[src/rtl/dmux2_stream.sv]
//------------------------------------------------------------------------------
// Module      : dmux2_stream
// Description : Registered 1:2 stream demultiplexer with valid/ready holding
//               slots, s0 or round-robin steering, per-channel word counters.
// Revision    : 1.0 - initial release
//------------------------------------------------------------------------------
`default_nettype none

module dmux2_stream #(
  parameter int W = 8
) (
  input  logic         clk,
  input  logic         rstn,
  input  logic         mode,
  input  logic         s0,
  input  logic [W-1:0] d0,
  input  logic         d0_valid,
  output logic         d0_ready,
  output logic [W-1:0] z0,
  output logic [W-1:0] z1,
  output logic         z0_valid,
  output logic         z1_valid,
  input  logic         z0_ready,
  input  logic         z1_ready,
  output logic [7:0]   cnt0,
  output logic [7:0]   cnt1
);

  logic [W-1:0] r_z0;
  logic [W-1:0] r_z1;
  logic         r_v0;
  logic         r_v1;
  logic         r_rr;
  logic [7:0]   r_cnt0;
  logic [7:0]   r_cnt1;

  logic w_t;
  logic w_drain0;
  logic w_drain1;
  logic w_ready;
  logic w_acc0;
  logic w_acc1;

  assign w_t      = mode ? r_rr : s0;
  assign w_drain0 = r_v0 & z0_ready;
  assign w_drain1 = r_v1 & z1_ready;
  // Only the targeted slot gates the input; the other slot may stay full.
  assign w_ready  = w_t ? (~r_v1 | z1_ready) : (~r_v0 | z0_ready);
  assign w_acc0   = d0_valid & w_ready & ~w_t;
  assign w_acc1   = d0_valid & w_ready &  w_t;

  always_ff @(posedge clk) begin
    if (!rstn) begin
      r_z0   <= '0;
      r_z1   <= '0;
      r_v0   <= 1'b0;
      r_v1   <= 1'b0;
      r_rr   <= 1'b0;
      r_cnt0 <= 8'd0;
      r_cnt1 <= 8'd0;
    end else begin
      if (w_acc0) begin
        r_z0 <= d0;
        r_v0 <= 1'b1;
      end else if (w_drain0) begin
        r_v0 <= 1'b0;
      end

      if (w_acc1) begin
        r_z1 <= d0;
        r_v1 <= 1'b1;
      end else if (w_drain1) begin
        r_v1 <= 1'b0;
      end

      if (mode && (w_acc0 || w_acc1)) begin
        r_rr <= ~r_rr;
      end

      if (w_drain0) begin
        r_cnt0 <= r_cnt0 + 8'd1;
      end
      if (w_drain1) begin
        r_cnt1 <= r_cnt1 + 8'd1;
      end
    end
  end

  assign d0_ready = w_ready;
  assign z0       = r_z0;
  assign z1       = r_z1;
  assign z0_valid = r_v0;
  assign z1_valid = r_v1;
  assign cnt0     = r_cnt0;
  assign cnt1     = r_cnt1;

endmodule

`default_nettype wire

[config.mk]
export PLATFORM = sky130hd
export DESIGN_NAME = dmux2_stream
export DESIGN_NICKNAME = d
export VERILOG_FILES = /design/src/rtl/dmux2_stream.sv
export SDC_FILE = /design/constraint.sdc
export NUM_CORES = 1
export LEC_CHECK = 0
export CAP_MARGIN = 20
export CELL_PAD_IN_SITES_DETAIL_PLACEMENT = 0
export CELL_PAD_IN_SITES_GLOBAL_PLACEMENT = 1
export CORE_MARGIN = 2
export CORE_UTILIZATION = 33
export CTS_CLUSTER_DIAMETER = 50
export DETAILED_ROUTE_END_ITERATION = 10
export GPL_TIMING_DRIVEN = 0
export PLACE_DENSITY_LB_ADDON = 0.1
export SLEW_MARGIN = 0
export SYNTH_ARGS = -nofsm -noshare
export SYNTH_HDL_FRONTEND = slang
export SYNTH_SLANG_ARGS = --single-unit
[constraint.sdc]
create_clock -name clk -period 1.4 [get_ports clk]
set_input_delay 0.14 -clock clk [delete_from_list [all_inputs] [get_ports clk]]
set_output_delay 0.14 -clock clk [all_outputs]
set_load 0.01 [all_outputs]
==> results.yml, run 1 <==
worst_setup_path:
  cp_max_fo: 5
  cp-end-kind: "output port"
  regToRegEndpoint: "cnt1[6]$_SDFFE_PN0P_"
  start_kind: "flop"
  reg2reg_depth: 4
  rrSetupSlack_ns: 0.07
  crit_required_ns: 1.26
  rr_startpoint: "cnt1[0]$_SDFFE_PN0P_"
  critical_path_arrival_ns: 1.22
  critPathKind: "flop to output port"
  startpoint: "r_rr$_SDFFE_PN0P_"
sta:
  setup_viol: 0
  slew_headroom_pct: 63.67
  grt_setup_unrepaired: "true"
  fin_crit_sh_pct: 96.96
  finalCriticalPeriod_ns: 1.358
  maxSlewViolCount: 0
  hold_viol_final: 0
  setup_tns_ns: 0
  tightestPinTransition_ns: 0.5449
  worst_hold_slack_ns: 0.3697
  skew_ns: 0.003607
  max_freq_mhz: 736.6
routing:
  drt_wl_total_um: 4495
  drtPass1Iterations: 4
  drtIter0Drc: 87
  post_drt_via_cell_ratio: 5.320
  drc: 0
  vias: 1564
  routedWlPerCell_um: 15.29
  ant_nets: 0
clock_network:
  cts_root_buf: "clkbuf_8"
  path_clk_slew_ns: 0.07
  tritoncts: "built"
  clock_sinks: 35
  clockBufferDepth: 2
  cts_htree_levels: 2
  cts_buffers: 5
  insertion_delay_ns: 0.29
  hold_buffers: 0
power:
  ir_worst_vdd_mv: 0.5416
  p_clk_share_pct: 40.9
  intPower_uw: 1763
  p_total_uw: 2325
  p_leak_uw: 0.0009845
  power_frac_comb_pct: 13.7
  p_per_area_mw_per_mm2: 992.6
  switching_share_pct: 24.15
  p_seq_share_pct: 45.4
  netSwitchingPower_uw: 561.5
logic_synthesis:
  syn_avg_cell_area_um2: 8.864
  seq_area_frac_synth_pct: 44.41
  ys.flop_type: "dfxtp_1"
  async_flop_share_pct: 0
  syn_area_mm2: 0.001578
  synth-edff-count: 0
  ys_seq_elements: 35
  yosys_warnings: 0
  synthCells: 178
  synth_nets: 195
  synth_cell_types: 30
placed_design:
  place_congestion: 0.8586
  dp.cells: 281
  dp_hpwl_um: 3201
  io_buffers: 49
global_routing:
  grt_pass1_vias: 1472
  grt.overflow.total: 0
  grt_use_met2_pct: 27.33
  busiest_layer: "met2"
  use_met3_pct: 5.801
  use_met1_pct: 23.58
  grt_max_degree: 12
  antenna_found_initial: 0
  grtUsageTotal_pct: 17.72
  grt_first_pass_wirelength_um: 7258
run:
  maxCapViolCount: 0
cells_and_area:
  finalNonFillerCells: 294
  final_common_cell: "clkdlybuf4s50_1"
  areaGrowthSynthToFinish_pct: 48.45
  final_util_pct: 50.26
  final_cell_mix: "clkdlybuf4s50_1 (34), a21oi_1 (28), dfxtp_1 (27)"
  antenna_cells: 0
  drive_above_1_share_pct: 15.83
  final_net_count: 256
die:
  die_area_mm2: 0.005350
  die_h_um: 73.15
  core_area_mm2: 0.004661
  die_w_um: 73.15
  io_pins: 50
  core.rowCount: 25
  initial_core_util_pct: 33.85
worst_hold_path:
  min_path_type: "primary input to flop"
  hp-start: "z0_ready"
  hold_end: "cnt0[1]$_SDFFE_PN0P_"
  min_path_cells: 3
run_status:
  outcome: "complete, no violations"
-- state kept, by name, indices dropped and copies added (netlist names) --
signal    flops
cnt1          8
r_rr          1
z1            8
z1_valid      1
z0_valid      1
cnt0          8
z0            8
-- routing by layer --
layer  share of wire [%]  vias up  wire, µm
li1                    -      787         -
met1                  46      723      2052
met2                  48       47      2140
met3                 5.1        7       227
met4                 1.7        0        75
met5                   0        -         0
-- layout make-up --
| class | instances | area, µm² |
|---|---|---|
| timing repair buffer | 57 | 565.5 |
| clock buffer | 6 | 82.58 |
| clock inverter | 2 | 35.03 |
| multi-input combinational | 125 | 808.3 |
| fill | 449 | 2318 |
| inverter | 6 | 22.52 |
| sequential | 35 | 715.7 |
| buffer | 9 | 45.04 |
| tap | 54 | 67.56 |
-- how the worst max path moves through the flow --
stage | endpoint | slack (ns)
final | d0_ready | 0.04
after global routing | d0_ready | -0.0002
after CTS | d0_ready | -0.01
after detailed placement | d0_ready | -0.74
after global placement | d0_ready | -0.74
after floorplan | cnt1[5]$_SDFFE_PN0P_ | 0.15
-- power groups by stage --
stage          clock, µW  combinational (µW)  sequential, µW
3_5_place_dp           0                 302            1080
2_1_floorplan          0                 130            1090
3_3_place_gp           0                 298            1080
4_1_cts              969                 301            1060
6_report             950                 319            1060
5_1_grt             1020                 348            1060
-- through the flow --
step	instance area, µm²	setup WS [ns]
finish	2342	0.04250
global route	2342	-0.0002160
CTS	2258	-0.01400
detailed placement	2136	-0.7419
global placement	2136	-0.7357
floorplan	1578	0.1467
-- synth_stat cells, types with 2 or more instances --
cell type	n	share of area, %
xor2_1	4	2.2
nand3_1	6	1.9
nor2_1	7	1.7
or4_1	2	0.95
mux2i_1	2	1.3
nand3_2	2	1.3
a21oi_1	28	8.9
or2b_1	2	0.95
ha_1	2	1.6
o211ai_1	2	0.95
clkbuf_1	7	1.7
nor4_1	2	0.79
o21ai_0	4	1.3
buf_2	3	0.95
dfxtp_1	35	44
inv_1	6	1.4
or3_1	3	1.2
nand2_1	10	2.4
o31ai_1	20	9.5
nand2b_1	4	1.6
nand4_1	18	7.1
-- what timing repair did --
action / in CTS / in global routing
gates resized for setup: 18 / 18
pin swaps: 0 / 2
setup buffers: 2 / 6
setup endpoints to repair: 14 / 26
hold endpoints to repair: 0 / 0
-- logic make-up after synthesis --
logic type,after synthesis,share of synthesized area (%)
buffers and inverters,18,5.234
muxes,4,3.648
DFF,35,44.41
and+or+nand+nor,60,21.73
adders and majority gates,2,1.586
AOI/OAI and AO/OA,55,21.17
xor gates and xnor gates,4,2.220
-- worst max-delay path, stage by stage, from the launching register on --
cell     delay (ns)
dfxtp_4        0.35
mux2_4         0.29
nor2_2         0.11
a21oi_1        0.04
buf_2          0.14
Note: power is estimated with default switching activity, not from simulation.
==> run 2: changes to the inputs <==
--- a/config.mk
+++ b/config.mk
@@ -9,11 +9,12 @@
 export CELL_PAD_IN_SITES_DETAIL_PLACEMENT = 0
 export CELL_PAD_IN_SITES_GLOBAL_PLACEMENT = 1
 export CORE_MARGIN = 2
-export CORE_UTILIZATION = 33
+export CORE_UTILIZATION = 30
 export CTS_CLUSTER_DIAMETER = 50
 export DETAILED_ROUTE_END_ITERATION = 10
 export GPL_TIMING_DRIVEN = 0
 export PLACE_DENSITY_LB_ADDON = 0.1
+export SETUP_SLACK_MARGIN = 0.3
 export SLEW_MARGIN = 0
 export SYNTH_ARGS = -nofsm -noshare
 export SYNTH_HDL_FRONTEND = slang
==> constraint.sdc (replaced) <==
create_clock -name clk -period 1.2 [get_ports clk]
set_input_delay 0.12 -clock clk [delete_from_list [all_inputs] [get_ports clk]]
set_output_delay 0.12 -clock clk [all_outputs]
set_load 0.01 [all_outputs]
==> run 2 against run 1 <==
The run now ends with negative setup slack left. Sequential power grew 14%. Worst setup slack worse by 0.28 ns. Clock power is 4.5% lower. Via count rose by 16%. Non-clock buffer count rose by 38. First-iteration DRC count decreased by 40%. Total power grew 16%. Critical path type is now primary input to output port.
==> results.yml, run 2 (synthesis results as in run 1) <==
run_status:
  outcome: "finished, violations left"
  violations: "negative setup slack"
routing:
  vias: 1815
  routedWlPerCell_um: 15.89
  drtPass1Iterations: 4
  drc: 0
  drt_wl_total_um: 5528
  drtIter0Drc: 52
  post_drt_via_cell_ratio: 5.216
  ant_nets: 0
worst_setup_path:
  reg2reg_depth: 7
  cp-end-kind: "output port"
  critical_path_arrival_ns: 1.32
  start_kind: "primary input"
  crit_path_top_delay_cell: "clkdlybuf4s50_1"
  critPathKind: "primary input to output port"
  crit_required_ns: 1.08
  cp_slowest_stage_delay_ns: 0.47
  rrSetupSlack_ns: -0.20
  regToRegEndpoint: "z1[2]$_SDFFE_PN0P_"
  crit_buf_inv: 3
  crit_family: "buffers and inverters"
  crit_chain: "clkdlybuf4s50_1 > mux2_4 > buf_8 > nor2_4 > a21oi_4 > buf_2"
  cp_max_fo: 4
  rr_startpoint: "r_rr$_SDFFE_PN0P_"
placed_design:
  io_buffers: 49
  dp_hpwl_um: 3313
  place_congestion: 0.7670
  pre_cts_ws_ns: -0.8345
die:
  initial_core_util_pct: 30.89
  core_area_mm2: 0.005107
  io_pins: 50
  core.rowCount: 26
  die_area_mm2: 0.005855
  die_w_um: 76.52
  die_h_um: 76.52
power:
  p_leak_uw: 0.001187
  p_total_uw: 2697
  p_per_area_mw_per_mm2: 881.9
  ir_worst_vdd_mv: 0.5380
sta:
  fin_crit_sh_pct: 119.7
  hold_viol_final: 0
  skew_ns: 0.007189
  finalWorstSetupSlack_ns: -0.2359
  grt_setup_unrepaired: "true"
  slew_headroom_pct: 73.53
  finalCriticalPeriod_ns: 1.436
  maxSlewViolCount: 0
  setup_viol: 24
  max_freq_mhz: 696.4
  setup_tns_ns: -3.046
  tightestPinTransition_ns: 0.3971
worst_hold_path:
  min_path_type: "primary input to flop"
  hold_end: "cnt1[7]$_SDFFE_PN0P_"
  hp-start: "rstn"
  min_path_cells: 3
cells_and_area:
  final_net_count: 294
  drive_above_1_share_pct: 64.03
  antenna_cells: 0
  areaGrowthSynthToFinish_pct: 93.81
  final_cell_mix: "buf_6 (42), buf_4 (24), dfxtp_2 (19)"
  final_common_cell: "buf_6"
global_routing:
  grt_pass1_vias: 1851
  grt.overflow.total: 0
  grt_first_pass_wirelength_um: 9004
  antenna_found_initial: 0
  grtUsageTotal_pct: 19.19
  grt_max_degree: 12
clock_network:
  clock_sinks: 35
  cts_buffers: 5
  clockBufferDepth: 2
  cts_root_buf: "clkbuf_8"
  tritoncts: "built"
  cts_htree_levels: 2
  path_clk_slew_ns: 0.07
  insertion_delay_ns: 0.29
run:
  maxCapViolCount: 0
==> run 2: layout make-up <==
type                    count  area [µm²]
flip-flops and latches     35       784.5
repair buffers             92       882.1
well taps                  70       87.58
clock buffers               6       82.58
fillers                   451        2049
multi-input cells         125        1075
clock inverters             2       10.01
plain buffers              12       113.9
inverters                   6       22.52
==> run 2: stage by stage <==
step	cells	utilization [%]	hold slack, ns	instance area (µm²)
finish	348	59.87	0.3532	3058
global route	348	59.87	0.4095	3058
CTS	338	55.83	0.3612	2851
detailed placement	297	45.37	0.4625	2317
global placement	297	45.37	0.4516	2317
floorplan	178	-	0.2646	1739
==> run 2: worst max-delay path by stage <==
stage	from	endpoint	depth (start not counted)
5_1_grt	z0_valid$_SDFFE_PN0P_	d0_ready	5
2_1_floorplan	cnt1[0]$_SDFFE_PN0P_	cnt1[6]$_SDFFE_PN0P_	4
3_5_place_dp	mode	d0_ready	5
4_1_cts	z0_valid$_SDFFE_PN0P_	d0_ready	5
6_report	s0	d0_ready	6
3_3_place_gp	mode	d0_ready	5
==> run 2: what timing repair did <==
item / in CTS / in global routing
buffers inserted: 30 / 10
gates cloned: 3 / 0
hold buffers: 0 / 0
gates resized for setup: 239 / 29
endpoints found under the hold margin: 0 / 0
setup endpoints to repair: 70 / 60
pin swaps: 29 / 17
==> run 2: report_power, final <==
part	internal, µW	total [µW]	switching (µW)
logic	304	581	277
registers	1180	1210	29.4
clock network	460	907	447
total	1940	2700	754
==> run 2: worst register-to-register path: stages, from the launching register on <==
cell and delay, ns:
dfxtp_4 0.34, mux2_4 0.28, buf_8 0.14, buf_4 0.13, buf_6 0.11, buf_6 0.12
nand4_1 0.11, a21oi_2 0.06
==> run 2: routing by layer <==
layer / GRT usage (%) / vias up / routed length (µm)
met3: 3.555 / 14 / 165
li1: - / 865 / -
met5: 0 / - / 0
met4: 7.818 / 0 / 117
met2: 32.21 / 37 / 2806
met1: 24.23 / 899 / 2439
